`src/rtl/sdram_burst_master_if.sv`:
```
// Host and SDRAM-controller signal bundle for sdram_burst_master.
// The master modport is the burst master's view; slave is the environment's view.
interface sdram_burst_master_if #(
   parameter int ASIZE = 22,
   parameter int DSIZE = 16
);
   // host side
   logic             H_REQ;
   logic             H_WE;
   logic [ASIZE-1:0] H_ADDR;
   logic [3:0]       H_LEN;
   logic [DSIZE-1:0] H_WDATA;
   logic             H_WVALID;
   logic             H_BUSY;
   logic [DSIZE-1:0] H_RDATA;
   logic             H_RVALID;
   logic             H_DONE;
   logic             H_ERR;
   // controller side
   logic [ASIZE-1:0]   ADDR;
   logic               WR;
   logic               RD;
   logic [7:0]         LENGTH;
   logic [DSIZE-1:0]   DATAIN;
   logic [DSIZE/8-1:0] DM;
   logic               ACT;
   logic               DONE;
   logic               IN_REQ;
   logic               OUT_VALID;
   logic [DSIZE-1:0]   DATAOUT;

   modport master (
      input  H_REQ, H_WE, H_ADDR, H_LEN, H_WDATA, H_WVALID,
      output H_BUSY, H_RDATA, H_RVALID, H_DONE, H_ERR,
      output ADDR, WR, RD, LENGTH, DATAIN, DM,
      input  ACT, DONE, IN_REQ, OUT_VALID, DATAOUT
   );

   modport slave (
      output H_REQ, H_WE, H_ADDR, H_LEN, H_WDATA, H_WVALID,
      input  H_BUSY, H_RDATA, H_RVALID, H_DONE, H_ERR,
      input  ADDR, WR, RD, LENGTH, DATAIN, DM,
      output ACT, DONE, IN_REQ, OUT_VALID, DATAOUT
   );
endinterface

```
`src/rtl/sdram_burst_master.sv`:
```
// Burst master between a simple host port and an SDRAM controller.
// Writes are staged in an 8-word buffer before WR is raised; reads stream
// controller data back to the host. A watchdog aborts bursts lacking DONE.
module sdram_burst_master #(
   parameter int ASIZE = 22,
   parameter int DSIZE = 16,
   parameter int TMO   = 255
) (
   input logic CLK,
   input logic RESET,
   sdram_burst_master_if.master bus
);

   localparam int TW = (TMO < 2) ? 1 : $clog2(TMO + 1);
   localparam logic [TW-1:0] TMO_LAST = TW'(TMO - 1);

   typedef enum logic [2:0] {
      S_IDLE,
      S_LOAD,
      S_WREQ,
      S_RREQ,
      S_GAP
   } state_t;

   state_t           state;
   logic [ASIZE-1:0] addr_q;
   logic [3:0]       len_q;
   logic [3:0]       len_in;
   logic [3:0]       wcnt;
   logic [3:0]       wcnt_nxt;
   logic [3:0]       rptr;
   logic [3:0]       rcnt;
   logic [TW-1:0]    tmo_cnt;
   logic             wr_q;
   logic             rd_q;
   logic             busy_q;
   logic             done_q;
   logic             err_q;
   logic             rvalid_q;
   logic [DSIZE-1:0] rdata_q;
   logic             ov_d;
   logic             rd_mode;

   logic [DSIZE-1:0] wbuf [8];
   logic             buf_we;
   logic [2:0]       buf_wa;
   logic [2:0]       rd_idx;
   logic [2:0]       last_idx;

   // Clamp the requested length into 1..8.
   always_comb begin
      if (bus.H_LEN == 4'd0)
         len_in = 4'd1;
      else if (bus.H_LEN > 4'd8)
         len_in = 4'd8;
      else
         len_in = bus.H_LEN;
   end

   // Write-buffer port: word 0 may arrive with the request itself.
   always_comb begin
      buf_we = 1'b0;
      buf_wa = '0;
      if (state == S_IDLE && bus.H_REQ && bus.H_WE && bus.H_WVALID) begin
         buf_we = 1'b1;
         buf_wa = '0;
      end else if (state == S_LOAD && bus.H_WVALID && wcnt < len_q) begin
         buf_we = 1'b1;
         buf_wa = wcnt[2:0];
      end
      wcnt_nxt = wcnt + {3'b000, buf_we};
   end

   // Write-data storage; contents are don't-care until loaded.
   always_ff @(posedge CLK) begin
      if (buf_we)
         wbuf[buf_wa] <= bus.H_WDATA;
   end

   // Read-out index: once the pointer saturates, keep showing the last word.
   always_comb begin
      last_idx = 3'(len_q - 4'd1);
      rd_idx   = (rptr < len_q) ? rptr[2:0] : last_idx;
   end

   assign bus.DATAIN   = wbuf[rd_idx];
   assign bus.DM       = (state == S_WREQ && rptr >= len_q) ? '1 : '0;
   assign bus.ADDR     = addr_q;
   assign bus.LENGTH   = {4'b0000, len_q};
   assign bus.WR       = wr_q;
   assign bus.RD       = rd_q;
   assign bus.H_BUSY   = busy_q;
   assign bus.H_DONE   = done_q;
   assign bus.H_ERR    = err_q;
   assign bus.H_RVALID = rvalid_q;
   assign bus.H_RDATA  = rdata_q;

   // Control FSM with registered controller/host outputs and read capture.
   always_ff @(posedge CLK or posedge RESET) begin
      if (RESET) begin
         state    <= S_IDLE;
         addr_q   <= '0;
         len_q    <= '0;
         wcnt     <= '0;
         rptr     <= '0;
         rcnt     <= '0;
         tmo_cnt  <= '0;
         wr_q     <= 1'b0;
         rd_q     <= 1'b0;
         busy_q   <= 1'b0;
         done_q   <= 1'b0;
         err_q    <= 1'b0;
         rvalid_q <= 1'b0;
         rdata_q  <= '0;
         ov_d     <= 1'b0;
         rd_mode  <= 1'b0;
      end else begin
         done_q   <= 1'b0;
         err_q    <= 1'b0;
         rvalid_q <= 1'b0;

         // OUT_VALID leads the matching DATAOUT word by one cycle, so the
         // word is taken on the cycle after OUT_VALID.
         ov_d <= bus.OUT_VALID;
         if (ov_d && rd_mode && rcnt < len_q) begin
            rdata_q  <= bus.DATAOUT;
            rvalid_q <= 1'b1;
            rcnt     <= rcnt + 4'd1;
         end

         case (state)
            S_IDLE: begin
               if (bus.H_REQ) begin
                  addr_q  <= bus.H_ADDR;
                  len_q   <= len_in;
                  tmo_cnt <= '0;
                  busy_q  <= 1'b1;
                  if (bus.H_WE) begin
                     state   <= S_LOAD;
                     rd_mode <= 1'b0;
                     wcnt    <= {3'b000, bus.H_WVALID};
                  end else begin
                     state   <= S_RREQ;
                     rd_q    <= 1'b1;
                     rd_mode <= 1'b1;
                     rcnt    <= '0;
                  end
               end
            end

            S_LOAD: begin
               wcnt <= wcnt_nxt;
               // Leaving on the push that fills the burst lets WR rise
               // one cycle after the final word.
               if (wcnt_nxt >= len_q) begin
                  state   <= S_WREQ;
                  wr_q    <= 1'b1;
                  rptr    <= '0;
                  tmo_cnt <= '0;
               end
            end

            S_WREQ, S_RREQ: begin
               if (state == S_WREQ && bus.IN_REQ && rptr < len_q)
                  rptr <= rptr + 4'd1;
               if (bus.DONE) begin
                  state  <= S_GAP;
                  wr_q   <= 1'b0;
                  rd_q   <= 1'b0;
                  done_q <= 1'b1;
               end else if (tmo_cnt == TMO_LAST) begin
                  state <= S_GAP;
                  wr_q  <= 1'b0;
                  rd_q  <= 1'b0;
                  err_q <= 1'b1;
               end else begin
                  tmo_cnt <= tmo_cnt + TW'(1);
               end
            end

            S_GAP: begin
               state  <= S_IDLE;
               busy_q <= 1'b0;
            end

            default: begin
               state  <= S_IDLE;
               wr_q   <= 1'b0;
               rd_q   <= 1'b0;
               busy_q <= 1'b0;
            end
         endcase
      end
   end

endmodule

```
`src/flat_wrapper.sv`:
```
// flat-port wrapper written by rule: the top's interface ports become plain ports
module sdram_burst_master_flat 
#(
   parameter int ASIZE = 22,
   parameter int DSIZE = 16,
   parameter int TMO   = 255
)
  (CLK, RESET, bus_H_REQ, bus_H_WE, bus_H_ADDR, bus_H_LEN, bus_H_WDATA, bus_H_WVALID, bus_H_BUSY, bus_H_RDATA, bus_H_RVALID, bus_H_DONE, bus_H_ERR, bus_ADDR, bus_WR, bus_RD, bus_LENGTH, bus_DATAIN, bus_DM, bus_ACT, bus_DONE, bus_IN_REQ, bus_OUT_VALID, bus_DATAOUT);
  sdram_burst_master_if #(.ASIZE(ASIZE), .DSIZE(DSIZE)) bus_i ();
  input logic CLK;
  input logic RESET;
  input wire logic [$bits(bus_i.H_REQ)-1:0] bus_H_REQ;
  input wire logic [$bits(bus_i.H_WE)-1:0] bus_H_WE;
  input wire logic [$bits(bus_i.H_ADDR)-1:0] bus_H_ADDR;
  input wire logic [$bits(bus_i.H_LEN)-1:0] bus_H_LEN;
  input wire logic [$bits(bus_i.H_WDATA)-1:0] bus_H_WDATA;
  input wire logic [$bits(bus_i.H_WVALID)-1:0] bus_H_WVALID;
  output wire logic [$bits(bus_i.H_BUSY)-1:0] bus_H_BUSY;
  output wire logic [$bits(bus_i.H_RDATA)-1:0] bus_H_RDATA;
  output wire logic [$bits(bus_i.H_RVALID)-1:0] bus_H_RVALID;
  output wire logic [$bits(bus_i.H_DONE)-1:0] bus_H_DONE;
  output wire logic [$bits(bus_i.H_ERR)-1:0] bus_H_ERR;
  output wire logic [$bits(bus_i.ADDR)-1:0] bus_ADDR;
  output wire logic [$bits(bus_i.WR)-1:0] bus_WR;
  output wire logic [$bits(bus_i.RD)-1:0] bus_RD;
  output wire logic [$bits(bus_i.LENGTH)-1:0] bus_LENGTH;
  output wire logic [$bits(bus_i.DATAIN)-1:0] bus_DATAIN;
  output wire logic [$bits(bus_i.DM)-1:0] bus_DM;
  input wire logic [$bits(bus_i.ACT)-1:0] bus_ACT;
  input wire logic [$bits(bus_i.DONE)-1:0] bus_DONE;
  input wire logic [$bits(bus_i.IN_REQ)-1:0] bus_IN_REQ;
  input wire logic [$bits(bus_i.OUT_VALID)-1:0] bus_OUT_VALID;
  input wire logic [$bits(bus_i.DATAOUT)-1:0] bus_DATAOUT;
  assign bus_i.H_REQ = bus_H_REQ;
  assign bus_i.H_WE = bus_H_WE;
  assign bus_i.H_ADDR = bus_H_ADDR;
  assign bus_i.H_LEN = bus_H_LEN;
  assign bus_i.H_WDATA = bus_H_WDATA;
  assign bus_i.H_WVALID = bus_H_WVALID;
  assign bus_H_BUSY = bus_i.H_BUSY;
  assign bus_H_RDATA = bus_i.H_RDATA;
  assign bus_H_RVALID = bus_i.H_RVALID;
  assign bus_H_DONE = bus_i.H_DONE;
  assign bus_H_ERR = bus_i.H_ERR;
  assign bus_ADDR = bus_i.ADDR;
  assign bus_WR = bus_i.WR;
  assign bus_RD = bus_i.RD;
  assign bus_LENGTH = bus_i.LENGTH;
  assign bus_DATAIN = bus_i.DATAIN;
  assign bus_DM = bus_i.DM;
  assign bus_i.ACT = bus_ACT;
  assign bus_i.DONE = bus_DONE;
  assign bus_i.IN_REQ = bus_IN_REQ;
  assign bus_i.OUT_VALID = bus_OUT_VALID;
  assign bus_i.DATAOUT = bus_DATAOUT;
  sdram_burst_master #(.ASIZE(ASIZE), .DSIZE(DSIZE), .TMO(TMO)) u_core (.CLK(CLK), .RESET(RESET), .bus(bus_i));
endmodule
```
`config.mk`:
```
export PLATFORM = sky130hd
export DESIGN_NAME = sdram_burst_master_flat
export DESIGN_NICKNAME = d
export VERILOG_FILES = /design/src/rtl/sdram_burst_master_if.sv /design/src/rtl/sdram_burst_master.sv /design/src/flat_wrapper.sv
export SDC_FILE = /design/constraint.sdc
export NUM_CORES = 1
export LEC_CHECK = 0
export CORE_MARGIN = 1
export CORE_UTILIZATION = 44
export CTS_CLUSTER_SIZE = 30
export DETAILED_ROUTE_END_ITERATION = 8
export PLACE_DENSITY_LB_ADDON = 0.2
export SYNTH_ARGS = -nofsm -noshare
export SYNTH_HDL_FRONTEND = slang
export SYNTH_SLANG_ARGS = --single-unit
```
`constraint.sdc`:
```
create_clock -name CLK -period 11.01 [get_ports CLK]
set_input_delay 2.202 -clock CLK [delete_from_list [all_inputs] [get_ports CLK]]
set_output_delay 2.202 -clock CLK [all_outputs]
set_load 0.01 [all_outputs]
```
==> results of run 1 <==
## area by class of cell
cell class                 instances  area [sq um]  area share
sequential                       201          5670       0.505
multi-input combinational        451          3050       0.272
timing repair buffer             141          1390       0.124
clock buffer                      29           598      0.0533
tap                              265           332      0.0295
clock inverter                    11           143      0.0127
inverter                          12          45.0     0.00401
## routing by layer
| layer | wire length [um] | track usage | part of all wire |
|---|---|---|---|
| met2 | 10300 | 0.362 | 0.49 |
| met5 | 0 | 0 | 0 |
| met3 | 1580 | 0.0473 | 0.075 |
| met1 | 8820 | 0.271 | 0.42 |
| met4 | 258 | 0.0515 | 0.012 |
## metrics by stage
stage	utilization	hold WS (ps)	setup slack, ps	power (mW)	std cells
final	0.573	474	4320	3.34	1110
after global routing	0.573	501	4030	3.56	1110
after floorplan	-	450	6200	1.93	706
after CTS	0.573	479	4230	3.37	1110
after global placement	0.535	460	4870	2.57	1070
after detailed placement	0.535	462	4800	2.61	1070
## worst min-delay path, cell delays in order, from the launching register on
cell     delay [ps]
dfrtp_1         340
nand2_1          50
nand2_1          60
## final timing paths
| check | startpoint | depth (start not counted) | to |
|---|---|---|---|
| max | u_core.rptr[1] | 8 | bus_DATAIN[1] |
| min | u_core.bus.ADDR[21] | 2 | u_core.bus.ADDR[21] |
| max reg2reg | u_core.wcnt[1] | 14 | u_core.tmo_cnt[6] |
| min reg2reg | u_core.bus.ADDR[21] | 2 | u_core.bus.ADDR[21] |
| max in group asynchronous | RESET | 3 | u_core.len_q[0] |
| min in group asynchronous | RESET | 3 | u_core.tmo_cnt[4] |
## cells by family (layout without fill, tap and decap cells)
family          count (synthesis)  in the layout  share of synthesized area
simple gates                  226            226                      0.126
other cells                     1              4                   0.000423
compound gates                171            171                      0.142
buf+inv                        54            193                     0.0285
xor+xnor                       11             11                     0.0109
mux                            18             18                     0.0226
fa+ha+maj                      21             21                     0.0296
flops                         201            201                      0.640
## power groups by stage
stage / sequential [mW] / clock (mW) / combinational [mW]
finish: 1.02 / 0.749 / 1.58
global route: 1.03 / 0.798 / 1.73
CTS: 1.02 / 0.764 / 1.59
detailed placement: 1.03 / 0 / 1.58
global placement: 1.02 / 0 / 1.54
floorplan: 1.04 / 0 / 0.887
## flip-flops by register name, indices dropped and copies added (netlist names)
signal               flops
u_core.tmo_cnt           8
u_core.bus.WR            1
u_core.bus.RD            1
u_core.bus.H_RVALID      1
u_core.rptr              4
u_core.bus.H_ERR         1
u_core.bus.H_BUSY        1
u_core.len_q             4
u_core.ov_d              1
u_core.wcnt              4
u_core.rcnt              4
u_core.bus.H_RDATA      16
u_core.state             3
u_core.wbuf            128
u_core.bus.ADDR         22
u_core.rd_mode           1
u_core.bus.H_DONE        1
## cells in the final DEF (no fill, tap or decap), types with 17 or more instances in the layout
cell type,Yosys,routed
and3_1,33,33
nor2_1,24,23
ha_1,21,21
edfxtp_1,128,128
nand2_1,119,119
clkbuf_16,0,23
clkdlybuf4s50_1,0,131
o22ai_1,17,17
o21ai_0,32,32
dfrtp_1,73,73
a21boi_0,28,28
==> out/qor.csv, run 1 <==
metric,value,unit
switching_power,1.25,mW
drt_iter0_drc,347,
cts_made_buffers,22,
tns,0,ps
vdd_drop_max,0.164,mV
syn_inst,703,
yosysTopAreaCell,edfxtp_1,
synthTopCellsByArea,"edfxtp_1 43%, dfrtp_1 21%, nand2_1 5.0%",
placed_area,10500,sq um
critPathArrivalTime,4490,ps
finalHoldViolations,0,
drtPass1Iterations,6,
ff2ff_setup_slack,7110,ps
row_count,51,
worst-path-buf-inv,1,
cts_hold_repair.buffers,0,
overflow,0,
cp_max_fo,20,
nFillCells,1612,
dp_hpwl,12.9,mm
worst_pin_slew,1140,ps
p_comb_frac,0.472,
drv_slew,0,
setup_violations,0,
path_delay_family,compound AO/OA/AOI/OAI gates,
grt_pass1_wl,33.5,mm
synthArstFlopShare,0.363,
fp.dieW,144,um
path_cells,ha_1 > nor2b_1 > o211a_1 > nor2_4 > a21oi_2 > nand2_1 > a311oi_1 > clkdlybuf4s50_1,
wirelength,20.9,mm
ys.flop_type,edfxtp_1,
ys_seq_elements,201,
yosysMostFrequentCell,edfxtp_1,
syn_area_per_cell,12.6,sq um
max-cap-violations,0,
ctsResizeCount,0,
worst-setup-path-type,reg2out,
p_leak,4.27,nW
post_cts_buffers,0,
ys_seq_area_frac,0.640,
diodes,0,
htreeDepth,1,
track_usage,0.211,
stdcell_area,11200,sq um
max_freq,149,MHz
cp-end-kind,output port,
swShare,0.375,
fin_crit,6690,ps
drive_above_1_share,0.105,
die_h,144,um
avgViaCountPerCell,5.49,
power_frac_seq,0.304,
start_util,0.453,
ys.warnings.count,0,
cts_root_buffer,clkbuf_16,
synth-edff-count,128,
tritoncts,done,
postRouteAntennaNets,0,
core-area,19600,sq um
power_frac_clock,0.224,
crit_path_top_delay_cell,a21oi_2,
clk_pin_slew,60,ps
grt_max_degree,74,
critPathLaunchType,flip-flop,
synth_top_cell_area_share,0.434,
clock-sinks,201,
clock_latency,510,ps
wire_per_inst,18.9,um
slowest_delay,900,ps
fin_crit_sh,0.608,
vias,6093,
antenna_found_initial,0,
grt_setup_unrepaired,false,
ios,137,
die_area,20700,sq um
drcViolationCount,0,
area_growth,26.6,%
skew,16.6,ps
io_buffers,131,
status,completed,
worstPathRequired,8810,ps
synth.distinct_cells,66,
fin_nets,917,
slew_headroom,0.237,
grt_pass1_vias,6362,
synth_common_cells,"128 x edfxtp_1, 119 x nand2_1, 73 x dfrtp_1, 33 x and3_1, 32 x o21ai_0",
syn_area,8860,sq um
cell_internal_pwr,2.09,mW
place_congestion,0.809,
clock_path_buffers,3,
power.density,298,nW/um^2
hold_class,reg2reg,
Note: power is estimated with default switching activity, not from simulation.
==> inputs of run 2 (changes only) <==
==> constraint.sdc (replaced) <==
create_clock -name CLK -period 6.2 [get_ports CLK]
set_input_delay 1.24 -clock CLK [delete_from_list [all_inputs] [get_ports CLK]]
set_output_delay 1.24 -clock CLK [all_outputs]
set_load 0.01 [all_outputs]
==> out/qor.csv, run 2 (synthesis results as in run 1) <==
metric,value,unit,change
htreeDepth,1,,unchanged
drtPass1Iterations,5,,was 6
top_register,u_core.wbuf,,unchanged
critPathArrivalTime,4360,ps,was 4490 ps
cts_made_buffers,22,,unchanged
clock_path_buffers,3,,unchanged
fin_crit_sh,0.904,,
postRouteAntennaNets,0,,unchanged
core-area,19600,sq um,unchanged
clock-sinks,201,,unchanged
ff2ff_setup_slack,2280,ps,was 7110 ps
largest_reg_flops,128,,unchanged
worst-path-buf-inv,3,,was 1
cp.depth,10,,was 8
dp_hpwl,13.2,mm,was 12.9 mm
grt_setup_unrepaired,false,,unchanged
tritoncts,done,,unchanged
tns,0,ps,unchanged
fp.dieW,144,um,unchanged
ff2ff_path_depth,15,,was 14
io_buffers,131,,unchanged
worst-setup-path-type,reg2out,,unchanged
setup_violations,0,,unchanged
max_freq,178,MHz,
drive_above_1_share,0.109,,was 0.105
fin_nets,920,,was 917
place_congestion,0.764,,was 0.809
switching_power,2.25,mW,was 1.25 mW
overflow,0,,unchanged
path_delay_family,compound AO/OA/AOI/OAI gates,,unchanged
cts_root_buffer,clkbuf_16,,unchanged
cp-end-kind,output port,,unchanged
vdd_drop_max,0.275,mV,was 0.164 mV
skew,19.1,ps,was 16.6 ps
p_comb_frac,0.473,,was 0.472
cell_internal_pwr,3.76,mW,was 2.09 mW
start_util,0.453,,unchanged
power_frac_seq,0.301,,was 0.304
wirelength,21.3,mm,was 20.9 mm
clock_latency,500,ps,was 510 ps
slew_headroom,0.187,,was 0.237
grt_pass1_vias,6313,,was 6362
min_path_cells,2,,unchanged
antenna_found_initial,0,,unchanged
dp_slack,1170,ps,was 4800 ps
critPathLaunchType,flip-flop,,unchanged
grt_pass1_wl,33.3,mm,was 33.5 mm
drcViolationCount,0,,unchanged
worstPathRequired,4960,ps,was 8810 ps
post_cts_buffers,0,,unchanged
hold_end,u_core.bus.ADDR[2],,was u_core.bus.ADDR[21]
vias,6212,,was 6093
path_cells,ha_1 > nor2b_1 > o211a_1 > o21ai_2 > buf_4 > nand2_1 > buf_4 > a211oi_1 > a311oi_1 > clkdlybuf4s50_1,,was ha_1 > nor2b_1 > o211a_1 > nor2_4 > a21oi_2 > nand2_1 > a311oi_1 > clkdlybuf4s50_1
status,completed,,unchanged
slowest_delay,720,ps,was 900 ps
cp_max_fo,65,,was 20
layout_common_cells,"131 x clkdlybuf4s50_1, 128 x edfxtp_1, 119 x nand2_1",,unchanged
area_growth,27.0,%,was 26.6%
worstHoldStart,u_core.bus.ADDR[2],,was u_core.bus.ADDR[21]
avgViaCountPerCell,5.59,,was 5.49
max-cap-violations,0,,unchanged
reg2reg_from,u_core.wcnt[1],,unchanged
die_h,144,um,unchanged
cts_hold_repair.buffers,0,,unchanged
r2r-end,u_core.tmo_cnt[6],,unchanged
crit_path_top_delay_cell,o211a_1,,was a21oi_2
worst_pin_slew,1220,ps,was 1140 ps
drv_slew,0,,unchanged
final_common_cell,clkdlybuf4s50_1,,unchanged
fin_crit,5600,ps,
cp_common_cell,buf_4,,
hold_class,reg2reg,,unchanged
track_usage,0.209,,was 0.211
power.density,534,nW/um^2,was 298 nW/um^2
worst_slack,595,ps,was 4320 ps
drt_iter0_drc,410,,was 347
swShare,0.375,,about the same
wire_per_inst,19.1,um,was 18.9 um
power_frac_clock,0.226,,was 0.224
die_area,20700,sq um,unchanged
clk_pin_slew,70,ps,was 60 ps
ctsResizeCount,0,,unchanged
row_count,51,,unchanged
diodes,0,,unchanged
grt_max_degree,66,,was 74
p_leak,4.28,nW,was 4.27 nW
ios,137,,unchanged
finalHoldViolations,0,,unchanged
run 2: cell types whose count changed in the layout (fill, tap and decap cells not counted), moves of 2 or more:
cell and change:
buf_4 +3, clkinv_2 -3, clkinvlp_4 +2, clkbuf_1 -3
run 2: per-stage QoR:
stage	utilization	power, mW	instance area [sq um]	hold slack (ps)	cells
2_1_floorplan	-	3.43	8880	450	706
3_3_place_gp	0.536	4.58	10500	459	1073
3_5_place_dp	0.536	4.67	10500	461	1073
4_1_cts	0.575	6.05	11300	483	1112
5_1_grt	0.575	6.36	11300	498	1112
6_report	0.575	6.01	11300	480	1112
run 2: per-layer routing:
metal | wire length, um | share of wire | track usage | vias to the layer above
li1 | - | - | - | 2887
met3 | 1430 | 0.067 | 0.0430 | 36
met1 | 8790 | 0.41 | 0.263 | 3091
met4 | 455 | 0.021 | 0.0649 | 0
met2 | 10600 | 0.50 | 0.361 | 198
met5 | 0 | 0 | 0 | -
run 2: power groups by stage:
stage | sequential [mW] | clock [mW] | combinational, mW
floorplan | 1.85 | 0 | 1.58
global placement | 1.82 | 0 | 2.77
detailed placement | 1.83 | 0 | 2.84
CTS | 1.81 | 1.38 | 2.86
global route | 1.84 | 1.44 | 3.08
finish | 1.81 | 1.36 | 2.84
run 2: how the worst max path moves through the flow:
| stage | start | endpoint | slack, ps |
|---|---|---|---|
| 2_1_floorplan | bus_H_WVALID | u_core.wbuf[4][0] | 2350 |
| 3_3_place_gp | u_core.len_q[1] | bus_DATAIN[1] | 1210 |
| 3_5_place_dp | u_core.rptr[1] | bus_DATAIN[1] | 1170 |
| 4_1_cts | u_core.len_q[1] | bus_DATAIN[1] | 620 |
| 5_1_grt | u_core.len_q[1] | bus_DATAIN[1] | 390 |
| 6_report | u_core.rptr[1] | bus_DATAIN[1] | 600 |
run 2: area by class of cell:
type	count	area [sq um]
clock buffers	26	576
well taps	265	332
inverters	12	45.0
clock inverters	13	185
flip-flops and latches	201	5670
fillers	1601	8330
repair buffers	144	1410
multi-input cells	451	3040
run 2: tightest hold or removal path: cells and delay by family (launching register included):
kind	cells	cell delay, ps
flip-flops	1	340
AND/OR/NAND/NOR	2	100
